<file path="config.mk">
export PLATFORM = sky130hd
export DESIGN_NAME = urng_pair_packer
export DESIGN_NICKNAME = d
export VERILOG_FILES = /design/src/rtl/urng_pair_packer.sv
export SDC_FILE = /design/constraint.sdc
export NUM_CORES = 1
export LEC_CHECK = 0
export CAP_MARGIN = 10
export CORE_AREA = 10 10 150 152
export CTS_BUF_LIST = sky130_fd_sc_hd__clkbuf_8
export CTS_CLUSTER_SIZE = 14
export DETAILED_ROUTE_END_ITERATION = 7
export DIE_AREA = 0 0 160 162
export PLACE_DENSITY = 0.88
export SLEW_MARGIN = 30
export SYNTH_ARGS = -nofsm -noshare
export SYNTH_HDL_FRONTEND = slang
export SYNTH_SLANG_ARGS = --single-unit
</file>
<file path="constraint.sdc">
create_clock -name clk -period 7.3 [get_ports clk]
set_input_delay 0.73 -clock clk [delete_from_list [all_inputs] [get_ports clk]]
set_output_delay 0.73 -clock clk [all_outputs]
set_load 0.02 [all_outputs]
</file>
<file path="src/rtl/urng_pair_packer.sv">
// urng_pair_packer: pairs consecutive 32-bit URNG words into a 48-bit u0 and a
// 16-bit u1 sample and buffers the pairs in a first-word-fall-through FIFO.
//
// Optional feature macro: URNG_ZERO_GUARD_EN
//   defined   : pairs whose u0 would be zero are dropped and counted in drop_cnt
//   undefined : every completed pair is pushed, drop_cnt stays 0
//
// Handshake: the head entry transfers on a rising edge where out_valid and
// out_ready are both 1; out_valid never depends on out_ready. The input side
// has no back-pressure, so urng_valid alone qualifies urng_out.
module urng_pair_packer #(
    parameter int DEPTH = 4,
    parameter int CNT_W = 16
) (
    input  logic                     clk,
    input  logic                     reset,
    input  logic [31:0]              urng_out,
    input  logic                     urng_valid,
    output logic [47:0]              u0,
    output logic [15:0]              u1,
    output logic                     out_valid,
    input  logic                     out_ready,
    output logic [$clog2(DEPTH):0]   fifo_level,
    output logic                     overflow,
    output logic [CNT_W-1:0]         drop_cnt,
    output logic                     pair_state
);

    localparam int PTR_W = $clog2(DEPTH);
    localparam int LVL_W = PTR_W + 1;

    typedef enum logic {
        HALF_EMPTY = 1'b0,
        HALF_FULL  = 1'b1
    } pair_state_t;

    pair_state_t      state;
    pair_state_t      state_next;
    logic             latch_w0;
    logic             pair_done;

    logic [31:0]      w0;
    logic [63:0]      mem [DEPTH];
    logic [PTR_W-1:0] wr_ptr;
    logic [PTR_W-1:0] rd_ptr;

    logic             full;
    logic             pop;
    logic             push_req;
    logic             push;

    assign pair_state = state;

    // Pairing FSM state register.
    always_ff @(posedge clk or posedge reset) begin
        if (reset) state <= HALF_EMPTY;
        else       state <= state_next;
    end

    // Pairing FSM next state: advance on every valid word, hold otherwise.
    always_comb begin
        state_next = state;
        if (urng_valid) begin
            case (state)
                HALF_EMPTY: state_next = HALF_FULL;
                HALF_FULL:  state_next = HALF_EMPTY;
                default:    state_next = HALF_EMPTY;
            endcase
        end
    end

    // Pairing FSM outputs: capture the first word or complete the pair.
    always_comb begin
        latch_w0  = 1'b0;
        pair_done = 1'b0;
        if (urng_valid) begin
            if (state == HALF_EMPTY) latch_w0  = 1'b1;
            else                     pair_done = 1'b1;
        end
    end

    // First word of the pair in progress; lost if reset arrives mid-pair.
    always_ff @(posedge clk or posedge reset) begin
        if (reset)         w0 <= '0;
        else if (latch_w0) w0 <= urng_out;
    end

    assign full      = (fifo_level == LVL_W'(DEPTH));
    assign out_valid = (fifo_level != '0);
    assign pop       = out_valid && out_ready;

`ifdef URNG_ZERO_GUARD_EN
    logic pair_zero;
    // u0 = {w0, w1[31:16]} is zero exactly when both of these fields are zero.
    assign pair_zero = (w0 == 32'h0) && (urng_out[31:16] == 16'h0);
    assign push_req  = pair_done && !pair_zero;

    // Saturating count of pairs rejected because log(0) is undefined downstream.
    always_ff @(posedge clk or posedge reset) begin
        if (reset)
            drop_cnt <= '0;
        else if (pair_done && pair_zero && (drop_cnt != {CNT_W{1'b1}}))
            drop_cnt <= drop_cnt + CNT_W'(1);
    end
`else
    assign push_req = pair_done;
    assign drop_cnt = '0;
`endif

    // A full FIFO still accepts a push when the head leaves on the same edge.
    assign push = push_req && (!full || pop);

    // Pair storage; contents need no reset because the level qualifies them.
    always_ff @(posedge clk) begin
        if (push) mem[wr_ptr] <= {w0, urng_out};
    end

    // Pointers wrap naturally because DEPTH is a power of two.
    always_ff @(posedge clk or posedge reset) begin
        if (reset) begin
            wr_ptr <= '0;
            rd_ptr <= '0;
        end else begin
            if (push) wr_ptr <= wr_ptr + PTR_W'(1);
            if (pop)  rd_ptr <= rd_ptr + PTR_W'(1);
        end
    end

    // Occupancy tracks push/pop on the same edge; simultaneous ones cancel.
    always_ff @(posedge clk or posedge reset) begin
        if (reset) begin
            fifo_level <= '0;
        end else begin
            case ({push, pop})
                2'b10:   fifo_level <= fifo_level + LVL_W'(1);
                2'b01:   fifo_level <= fifo_level - LVL_W'(1);
                default: fifo_level <= fifo_level;
            endcase
        end
    end

    // Sticky flag: a completed pair was lost to a full FIFO with no pop.
    always_ff @(posedge clk or posedge reset) begin
        if (reset)                           overflow <= 1'b0;
        else if (push_req && full && !pop)   overflow <= 1'b1;
    end

    // Head outputs are zeroed while the FIFO is empty.
    always_comb begin
        u0 = '0;
        u1 = '0;
        if (out_valid) begin
            u0 = mem[rd_ptr][63:16];
            u1 = mem[rd_ptr][15:0];
        end
    end

endmodule

</file>
==> results of run 1 <==
[layout by cell type (no fill, tap or decap), types with 2 or more instances in the layout]
master           instances
nand4_1                  2
buf_4                    2
a21boi_0                 2
ha_1                     4
a21o_1                   2
o21ai_0                  2
dfrtp_1                 39
nor3_1                   2
clkinv_2                 5
and2_1                  64
buf_12                   4
inv_1                   17
edfxtp_1               256
nand3_1                  4
xnor2_1                  3
and2_4                   4
clkbuf_8                63
conb_1                  16
clkinv_1                 2
mux2_1                   2
mux4_2                  64
nand2_1                  3
clkdlybuf4s50_1        105
mux2_2                  32
and3b_1                  2
[power groups by stage]
stage / Clock, mW / Combinational, mW / Sequential (mW)
after floorplan: 0 / 1.45 / 2.49
after global placement: 0 / 2.17 / 2.59
after detailed placement: 0 / 2.21 / 2.64
after CTS: 1.40 / 2.23 / 2.61
after global routing: 1.48 / 2.35 / 2.65
final: 1.37 / 2.21 / 2.60
[state kept, by name, indices dropped and copies added (netlist names)]
signal,cells
fifo_level,3
mem,256
overflow,1
pair_state,1
rd_ptr,2
w0,32
wr_ptr,2
[per-stage QoR]
step / hold WS [ns] / power [mW] / setup WS, ns / area, um^2 / instances
floorplan: 0.469 / 3.94 / 4.23 / 11600 / 567
global placement: 0.459 / 4.76 / 3.59 / 12800 / 895
detailed placement: 0.457 / 4.85 / 3.55 / 12800 / 896
CTS: 0.476 / 6.24 / 2.94 / 13800 / 980
global route: 0.493 / 6.48 / 2.81 / 13800 / 984
finish: 0.472 / 6.17 / 3.09 / 13800 / 984
[layer usage]
layer | global-route usage (%) | vias up | part of all wire [%]
met5 | 0 | - | 0
met4 | 4.63 | 0 | 1.8
met3 | 5.69 | 37 | 7.7
met2 | 28.4 | 214 | 50
met1 | 20.9 | 2855 | 40
li1 | - | 2423 | -
[cell type report]
class	count	area, um^2
multi-input combinational	221	2630
sequential	297	8720
clock inverter	21	88.8
inverter	5	21.3
fill	1170	5570
clock buffer	63	867
timing repair buffer	112	1170
tap	265	332
[worst max path at each step]
stage / start / to / cells after the start
after floorplan: urng_valid / mem[0][0] / 3
after global placement: rd_ptr[0] / u0[11] / 4
after detailed placement: rd_ptr[0] / u1[15] / 4
after CTS: rd_ptr[0] / u0[8] / 4
after global routing: rd_ptr[0] / u1[12] / 4
final: rd_ptr[0] / u0[43] / 4
[cells by family after synthesis]
logic type / share of synthesized area, %
compound gates: 0.854
other cells: 0.0324
simple gates: 4.55
buf+inv: 2.63
xor+xnor: 0.303
flops: 75.3
fa+ha+maj: 0.605
mux: 15.8
[worst max-delay path, delay by kind of cell, from the launching register on]
kind          cells  cell delay, ns
buf+inv           2            1.29
simple gates      1            0.19
flops             1            0.82
mux               1            0.59
==> flow_metrics.env, run 1 <==
export IMPL_dieArea_mm2=0.0259
export IMPL_p_leak_nw=4.72
export IMPL_critical_path_endpoint_type="primary output"
export IMPL_peakVddDrop_mv=0.292
export IMPL_cts_root_buf="clkbuf_8"
export IMPL_worst_hold_path_endpoint="overflow"
export IMPL_synth_avg_cell_area_um2=21.0
export IMPL_cts_buffers=45
export IMPL_setup_tns_ns=0
export IMPL_ys_ff_latch=297
export IMPL_critPathMaxStageDelay_ns=0.82
export IMPL_critPathKind="flop to primary output"
export IMPL_setup_viol=0
export IMPL_r2r_start="pair_state"
export IMPL_ff2ff_path_depth=4
export IMPL_postSynth_asyncResetShare_pct=13.8
export IMPL_min_from="overflow"
export IMPL_synth_top_cell_by_area="edfxtp_1"
export IMPL_timing_rr_end="mem[1][59]"
export IMPL_clock_sinks=297
export IMPL_clk_pin_slew_worst_paths_ns=0.07
export IMPL_netlist_top_cells_area="edfxtp_1, mux4_2, dfrtp_1"
export IMPL_grt_pass1_wl_um=34600
export IMPL_fp_coreArea_mm2=0.0194
export IMPL_avgViaCountPerCell=5.62
export IMPL_clock_latency_ns=0.55
export IMPL_gr_total_overflow=0
export IMPL_drive_gt1_share_pct=25.3
export IMPL_cts_setup_buffers=0
export IMPL_antenna_cells=0
export IMPL_layout_worst_path_cycle_share_pct=57.7
export IMPL_synth_top_area_share_pct=66.4
export IMPL_htree_num_levels=2
export IMPL_cap_violations=0
export IMPL_power_frac_seq_pct=42.1
export IMPL_vias=5529
export IMPL_min_path_cells=1
export IMPL_slowest_stage="dfrtp_4"
export IMPL_critPathMaxFanout=37
export IMPL_ys_flop_type="edfxtp_1"
export IMPL_crit_chain="buf_4 -> mux4_2 -> and2_1 -> clkdlybuf4s50_1"
export IMPL_slew_headroom_pct=40.6
export IMPL_initial_core_util_pct=59.7
export IMPL_drt_first_pass_iters=5
export IMPL_grt_usage_pct=17.0
export IMPL_fin_util_pct=71.3
export IMPL_timing_final_crit_period_ns=4.21
export IMPL_floorplan_rows=51
export IMPL_r2r_setup_slack_ns=4.77
export IMPL_fin_nets=723
export IMPL_p_int_mw=4.21
export IMPL_io_pins=122
export IMPL_powerDensity_mw_per_mm2=446
export IMPL_cts_tree="yes"
export IMPL_cp_arrival_ns=3.48
export IMPL_cts_hold_buf=0
export IMPL_drt_initial_drc_count=432
export IMPL_grt_max_degree=69
export IMPL_ys_top_cells_by_count="edfxtp_1, and2_1, mux4_2, dfrtp_1, mux2_2"
export IMPL_io_buffers=105
export IMPL_gp_congestion=0.715
export IMPL_drt_total_wl_um=22100
export IMPL_power_frac_comb_pct=35.8
export IMPL_hold_violations=0
export IMPL_antenna_left=0
export IMPL_synth_seq_area_share_pct=75.3
export IMPL_antenna_found_initial=0
export IMPL_wire_per_inst_um=22.5
export IMPL_grt_pass1_vias=6137
export IMPL_min_path_type="flop to flop"
export IMPL_cts_resized=0
export IMPL_cts_buffer_depth=3
export IMPL_cp_start_kind="flop"
export IMPL_dp_hpwl_um=12600
export IMPL_slew_violations=0
export IMPL_max_freq_mhz=237
export IMPL_drc=0
export IMPL_synth_edf_count=256
export IMPL_power_share_clock_pct=22.2
export IMPL_worst_slew_pin_slew_ns=0.891
export IMPL_synth_cell_type_count=35
export IMPL_critPathRequiredTime_ns=6.57
export IMPL_swShare_pct=31.7
export IMPL_die_x_um=160
export IMPL_yosysWarnings=0
export IMPL_fin_skew_ns=0.0246
export IMPL_synth_cells=552
export IMPL_yosysMostFrequentCell="edfxtp_1"
export IMPL_rsz0062_at_grt="false"
export IMPL_synthesis_area_mm2=0.0116
export IMPL_area_growth_pct=19.5
export IMPL_status="completed"
export IMPL_die_height_um=162
export IMPL_switchingPower_mw=1.96
(Power assumes the default switching activity.)
==> run 2: changes to the inputs <==
--- a/config.mk
+++ b/config.mk
@@ -6,12 +6,12 @@
 export NUM_CORES = 1
 export LEC_CHECK = 0
 export CAP_MARGIN = 10
-export CORE_AREA = 10 10 150 152
+export CORE_AREA = 10 10 159 161
 export CTS_BUF_LIST = sky130_fd_sc_hd__clkbuf_8
 export CTS_CLUSTER_SIZE = 14
 export DETAILED_ROUTE_END_ITERATION = 7
-export DIE_AREA = 0 0 160 162
-export PLACE_DENSITY = 0.88
+export DIE_AREA = 0 0 169 171
+export PLACE_DENSITY = 0.83
 export SLEW_MARGIN = 30
 export SYNTH_ARGS = -nofsm -noshare
 export SYNTH_HDL_FRONTEND = slang
==> constraint.sdc (replaced) <==
create_clock -name clk -period 3.57 [get_ports clk]
set_input_delay 0.357 -clock clk [delete_from_list [all_inputs] [get_ports clk]]
set_output_delay 0.357 -clock clk [all_outputs]
set_load 0.02 [all_outputs]
==> flow_metrics.env, run 2 (synthesis results as in run 1) <==
export IMPL_status="completed"
export IMPL_cts_hold_buf=0
export IMPL_cts_buffers=45
export IMPL_fill_cells=1498
export IMPL_initial_core_util_pct=52.1
export IMPL_avgViaCountPerCell=5.53
export IMPL_p_leak_nw=4.74
export IMPL_swShare_pct=32.1
export IMPL_grt_pass1_wl_um=35100
export IMPL_floorplan_rows=55
export IMPL_slew_headroom_pct=56.5
export IMPL_max_freq_mhz=309
export IMPL_die_height_um=171
export IMPL_setup_ws_ns=0.334
export IMPL_htree_num_levels=2
export IMPL_clock_latency_ns=0.55
export IMPL_io_pins=122
export IMPL_place_ws_ns=0.603
export IMPL_antenna_found_initial=2
export IMPL_gp_congestion=0.766
export IMPL_drt_total_wl_um=21900
export IMPL_cts_buffer_depth=3
export IMPL_drc=0
export IMPL_critPathRequiredTime_ns=3.21
export IMPL_top_regs="mem: 256 flops, w0: 32 flops, fifo_level: 3 flops"
export IMPL_cts_setup_buffers=0
export IMPL_critPathKind="flop to primary output"
export IMPL_dp_cells=926
export IMPL_antenna_left=0
export IMPL_vias=5582
export IMPL_io_buffers=105
export IMPL_drt_initial_drc_count=366
export IMPL_setup_viol=0
export IMPL_p_int_mw=8.44
export IMPL_largest_register="mem"
export IMPL_cts_resized=0
export IMPL_die_x_um=169
export IMPL_clock_sinks=297
export IMPL_power_share_clock_pct=20.8
export IMPL_slew_violations=0
export IMPL_min_path_type="input port to asynchronous set/reset pin"
export IMPL_fin_skew_ns=0.0178
export IMPL_cp_start_kind="flop"
export IMPL_drt_first_pass_iters=5
export IMPL_grt_pass1_vias=6130
export IMPL_gr_total_overflow=0
export IMPL_fp_coreArea_mm2=0.0222
export IMPL_regArea_mm2=0.00872
export IMPL_grt_usage_pct=15.4
export IMPL_layout_commonest_cell="edfxtp_1"
export IMPL_dp_hpwl_um=13300
export IMPL_final_cell_mix="edfxtp_1, clkdlybuf4s50_1, mux4_2, and2_1, clkbuf_8"
export IMPL_cts_tree="yes"
export IMPL_multi_input_area_mm2=0.00263
export IMPL_worst_slew_pin_slew_ns=0.653
export IMPL_peakVddDrop_mv=0.791
export IMPL_cts_root_buf="clkbuf_8"
export IMPL_powerDensity_mw_per_mm2=899
export IMPL_critPathMaxFanout=19
export IMPL_cp_arrival_ns=2.88
export IMPL_wire_per_inst_um=21.7
export IMPL_hold_violations=0
export IMPL_power_frac_seq_pct=42.3
export IMPL_fin_nets=729
export IMPL_area_growth_pct=19.4
export IMPL_drive_gt1_share_pct=24.9
export IMPL_clk_pin_slew_worst_paths_ns=0.06
export IMPL_cap_violations=0
export IMPL_fin_util_pct=62.2
export IMPL_rsz0062_at_grt="false"
export IMPL_antenna_cells=0
export IMPL_power_frac_comb_pct=36.9
export IMPL_grt_max_degree=69
export IMPL_dieArea_mm2=0.0289
export IMPL_setup_tns_ns=0
export IMPL_critical_path_endpoint_type="primary output"
export IMPL_timing_final_crit_period_ns=3.24
export IMPL_largest_register_ffs=256
export IMPL_fin_cells=1009
export IMPL_layout_worst_path_cycle_share_pct=90.6
export IMPL_switchingPower_mw=3.99
## run 2: cell count changes in the layout (fill, tap and decap cells not counted), sizes merged
cell / previous run / this run
clkbuf: 63 / 52
buf: 7 / 13
inv: 18 / 28
## run 2: critical path: stages (launching register included)
cell and delay, ns:
dfrtp_4 0.62, buf_4 0.42, mux4_2 0.57, and2_1 0.19
clkdlybuf4s50_1 0.54
## run 2: power groups by stage
stage | logic, mW | registers, mW | clock network [mW]
6_report | 4.59 | 5.26 | 2.58
5_1_grt | 4.92 | 5.36 | 2.80
4_1_cts | 4.70 | 5.26 | 2.64
3_5_place_dp | 4.66 | 5.33 | 0
3_3_place_gp | 4.60 | 5.24 | 0
2_1_floorplan | 2.97 | 5.09 | 0
## run 2: worst paths after layout
check | from | endpoint | slack, ns | depth (start not counted)
min | reset | w0[11] | 0.23 | 2
max | rd_ptr[0] | u0[41] | 0.33 | 4
max in group asynchronous | reset | rd_ptr[0] | 2.87 | 2
min in group clk | urng_out[24] | mem[1][24] | 0.47 | 1
max reg2reg | pair_state | mem[2][18] | 1.04 | 4
min reg2reg | overflow | overflow | 0.50 | 1
## run 2: per-stage QoR
stage / hold slack (ns) / area (um^2) / total power [mW]
6_report: 0.234 / 13800 / 12.4
4_1_cts: 0.230 / 13800 / 12.6
3_3_place_gp: 0.474 / 13000 / 9.84
2_1_floorplan: 0.456 / 11600 / 8.06
5_1_grt: 0.267 / 13800 / 13.1
3_5_place_dp: 0.482 / 13000 / 9.99
## run 2: area by class of cell
cell class / count / share of cell area, %
flip-flops and latches: 297 / 63.1
multi-input cells: 221 / 19.0
repair buffers: 118 / 8.85
clock buffers: 52 / 5.18
well taps: 285 / 2.58
clock inverters: 31 / 1.10
inverters: 5 / 0.154
## run 2: per-layer routing
| layer | up-vias | wire [um] | track usage [%] |
|---|---|---|---|
| met3 | 37 | 1680 | 4.54 |
| met4 | 4 | 348 | 4.39 |
| met1 | 2881 | 9190 | 20.2 |
| met5 | - | 34 | 0 |
| met2 | 216 | 10600 | 24.7 |
| li1 | 2444 | - | - |
==> RTL edit, RTL diff (config.mk and constraints of run 2) <==
`CNT_W`: 16 -> 20.
--- a/src/rtl/urng_pair_packer.sv
+++ b/src/rtl/urng_pair_packer.sv
@@ -10,7 +10,7 @@
 // has no back-pressure, so urng_valid alone qualifies urng_out.
 module urng_pair_packer #(
     parameter int DEPTH = 4,
-    parameter int CNT_W = 16
+    parameter int CNT_W = 20
 ) (
     input  logic                     clk,
     input  logic                     reset,
Interface: changed (resized drop_cnt); port bits go from 122 to 126. The function was not compared with the original's and may differ.
==> RTL edit against run 2 <==
Wire length rose by 4.2%; global-route usage rose by 0.49 points; critical path depth did not move; sequential cell count did not move; power rose by 1.6%; final area rose by 0.39%; worst hold slack improved by 0.018 ns; die area did not move; sequential power barely moved; setup slack got worse by 0.056 ns; synthesized cell count rose by 0.72%; synthesized area rose by 0.26%.
==> RTL edit: results (changes against run 2) <==
DRT_FIRST_ITER_VIOLATIONS=396  # was 366
CELLLEAKAGEPOWER_nW=4.74  # about the same
CLOCK_TREE.HTREE_LEVEL_COUNT=2  # unchanged
SWITCHINGPOWER_mW=4.08  # was 3.99 mW
POWER.IR.VDD_WORST_mV=0.851  # was 0.791 mV
R2R_SETUP_SLACK_NS=0.99  # was 1.04 ns
NUMBER_OF_ANTENNA_CELLS_INSERTED=0  # unchanged
FILL_CELLS=1456  # was 1,498
SYNTH_EDF_COUNT=256  # unchanged
GRT_START_MAX_NET_PINS=69  # unchanged
BUFFER_CELL_DRIVING_THE_CLOCK_TREE_ROOT='clkbuf_8'  # unchanged
FINAL-INSTANCE-COUNT-EXCL-FILL=1016  # was 1,009
NUMCTSBUFFERS=45  # unchanged
DPL.CELL_COUNT=933  # was 926
YS_SEQ_AREA_FRAC=0.751  # was 0.753
CTS.PATH.MAX_BUFFERS=3  # unchanged
REG_TOP3='mem (256), w0 (32), fifo_level (3)'  # unchanged
GRT_ANTENNA_BEFORE_REPAIR=0  # was 2
FIRST_GLOBAL_VIAS=6261  # was 6,130
WIRE_LENGTH_AFTER_DETAILED_ROUTING_MM=22.8  # was 21.9 mm
SLEW-LIMIT-HEADROOM=0.507  # was 0.565
SYN_AVG_CELL_AREA_UM2=20.9  # was 21.0 µm²
GPL.FINAL_WEIGHTED_CONGESTION=0.718  # was 0.766
BUFFER_PORTS.INSERTED=105  # unchanged
SKEW_NS=0.0380  # was 0.0178 ns
HOLD_PATH_CLASS='in2async'  # unchanged
LAYOUT.NETS=736  # was 729
DRIVE_ABOVE_1_SHARE=0.249  # about the same
GRTUSAGETOTAL=0.159  # was 0.154
YS_TOP_CELLS_BY_COUNT='256 x edfxtp_1, 68 x and2_1, 64 x mux4_2'  # unchanged
SYNTH.AREA.TOP_CELLS='edfxtp_1 66%, mux4_2 12%, dfrtp_1 8.8%, and2_1 3.7%, mux2_2 3.1%'  # was edfxtp_1 66%, mux4_2 12%, dfrtp_1 8.9%, and2_1 3.7%, mux2_2 3.1%
OUTCOME='finished clean'  # unchanged
PLACE.DETAILED.HPWL_MM=14.2  # was 13.3 mm
VIA_COUNT=5615  # was 5,582
PATH_MAX_FANOUT=27  # was 19
ASYNCSETRESETFLOPFRACSYNTH=0.138  # unchanged
GRT_PASS1_WL_MM=36.1  # was 35.1 mm
COUNT_OF_TRITONROUTE_ITERATIONS_IN_THE_FIRST_ROUTING_PASS=4  # was 5
POST_CTS_SETUP_BUFFER_COUNT=0  # unchanged
CLOCK_LATENCY_NS=0.57  # was 0.55 ns
WORST_EP_ARRIVAL_TIME_NS=2.94  # was 2.88 ns
==> RTL edit: final timing paths <==
check	from	endpoint	depth (start not counted)
max	rd_ptr[0]	u0[5]	4
min	reset	w0[8]	2
max reg2reg	fifo_level[2]	fifo_level[2]	5
min reg2reg	w0[17]	mem[1][49]	0
max in group asynchronous	reset	rd_ptr[1]	3
min in group clk	urng_out[4]	mem[1][4]	1
==> RTL edit: layout make-up <==
cell class | instances | area [µm²] | area share
inverter | 5 | 18.8 | 0.00135
clock inverter | 34 | 201 | 0.0145
tap | 285 | 357 | 0.0257
sequential | 297 | 8720 | 0.628
multi-input combinational | 225 | 2650 | 0.191
clock buffer | 49 | 674 | 0.0486
timing repair buffer | 121 | 1260 | 0.0907
==> RTL edit: critical path, stage by stage, from the launching register on <==
cell	delay (ns)
dfrtp_4	0.80
buf_4	0.32
mux4_2	0.53
and2_1	0.18
clkdlybuf4s50_1	0.56
==> RTL edit: routing by layer <==
metal	share of wire	GRT usage	vias to the layer above	routed length [µm]
met3	0.083	0.0473	34	1890
li1	-	-	2451	-
met1	0.41	0.207	2910	9350
met4	0.016	0.0424	0	362
met5	0	0	-	0
met2	0.49	0.258	220	11200
==> RTL edit: power by group through the flow <==
stage / combinational, mW / clock [mW] / sequential (mW)
2_1_floorplan: 2.97 / 0 / 5.09
3_3_place_gp: 4.66 / 0 / 5.23
3_5_place_dp: 4.76 / 0 / 5.34
4_1_cts: 4.79 / 2.72 / 5.27
5_1_grt: 5.02 / 2.89 / 5.36
6_report: 4.68 / 2.68 / 5.27
==> RTL edit: logic make-up after synthesis <==
kind of cell	count (synthesis)	synth area share
DFF	297	0.751
muxes	98	0.157
and+or+nand+nor	85	0.0454
buffers and inverters	53	0.0288
AOI/OAI and AO/OA	13	0.00852
adders and majority gates	5	0.00604
xor gates and xnor gates	4	0.00302
other	1	0.000323
==> RTL edit: through the flow <==
step	util	hold slack (ns)	worst slack [ns]	area (µm²)	total power [mW]
after floorplan	-	0.456	0.636	11700	8.07
after global placement	0.585	0.462	0.768	13000	9.89
final	0.624	0.252	0.278	13900	12.6
after global routing	0.624	0.281	0.128	13900	13.3
after detailed placement	0.585	0.489	0.580	13000	10.1
after CTS	0.624	0.257	0.204	13900	12.8
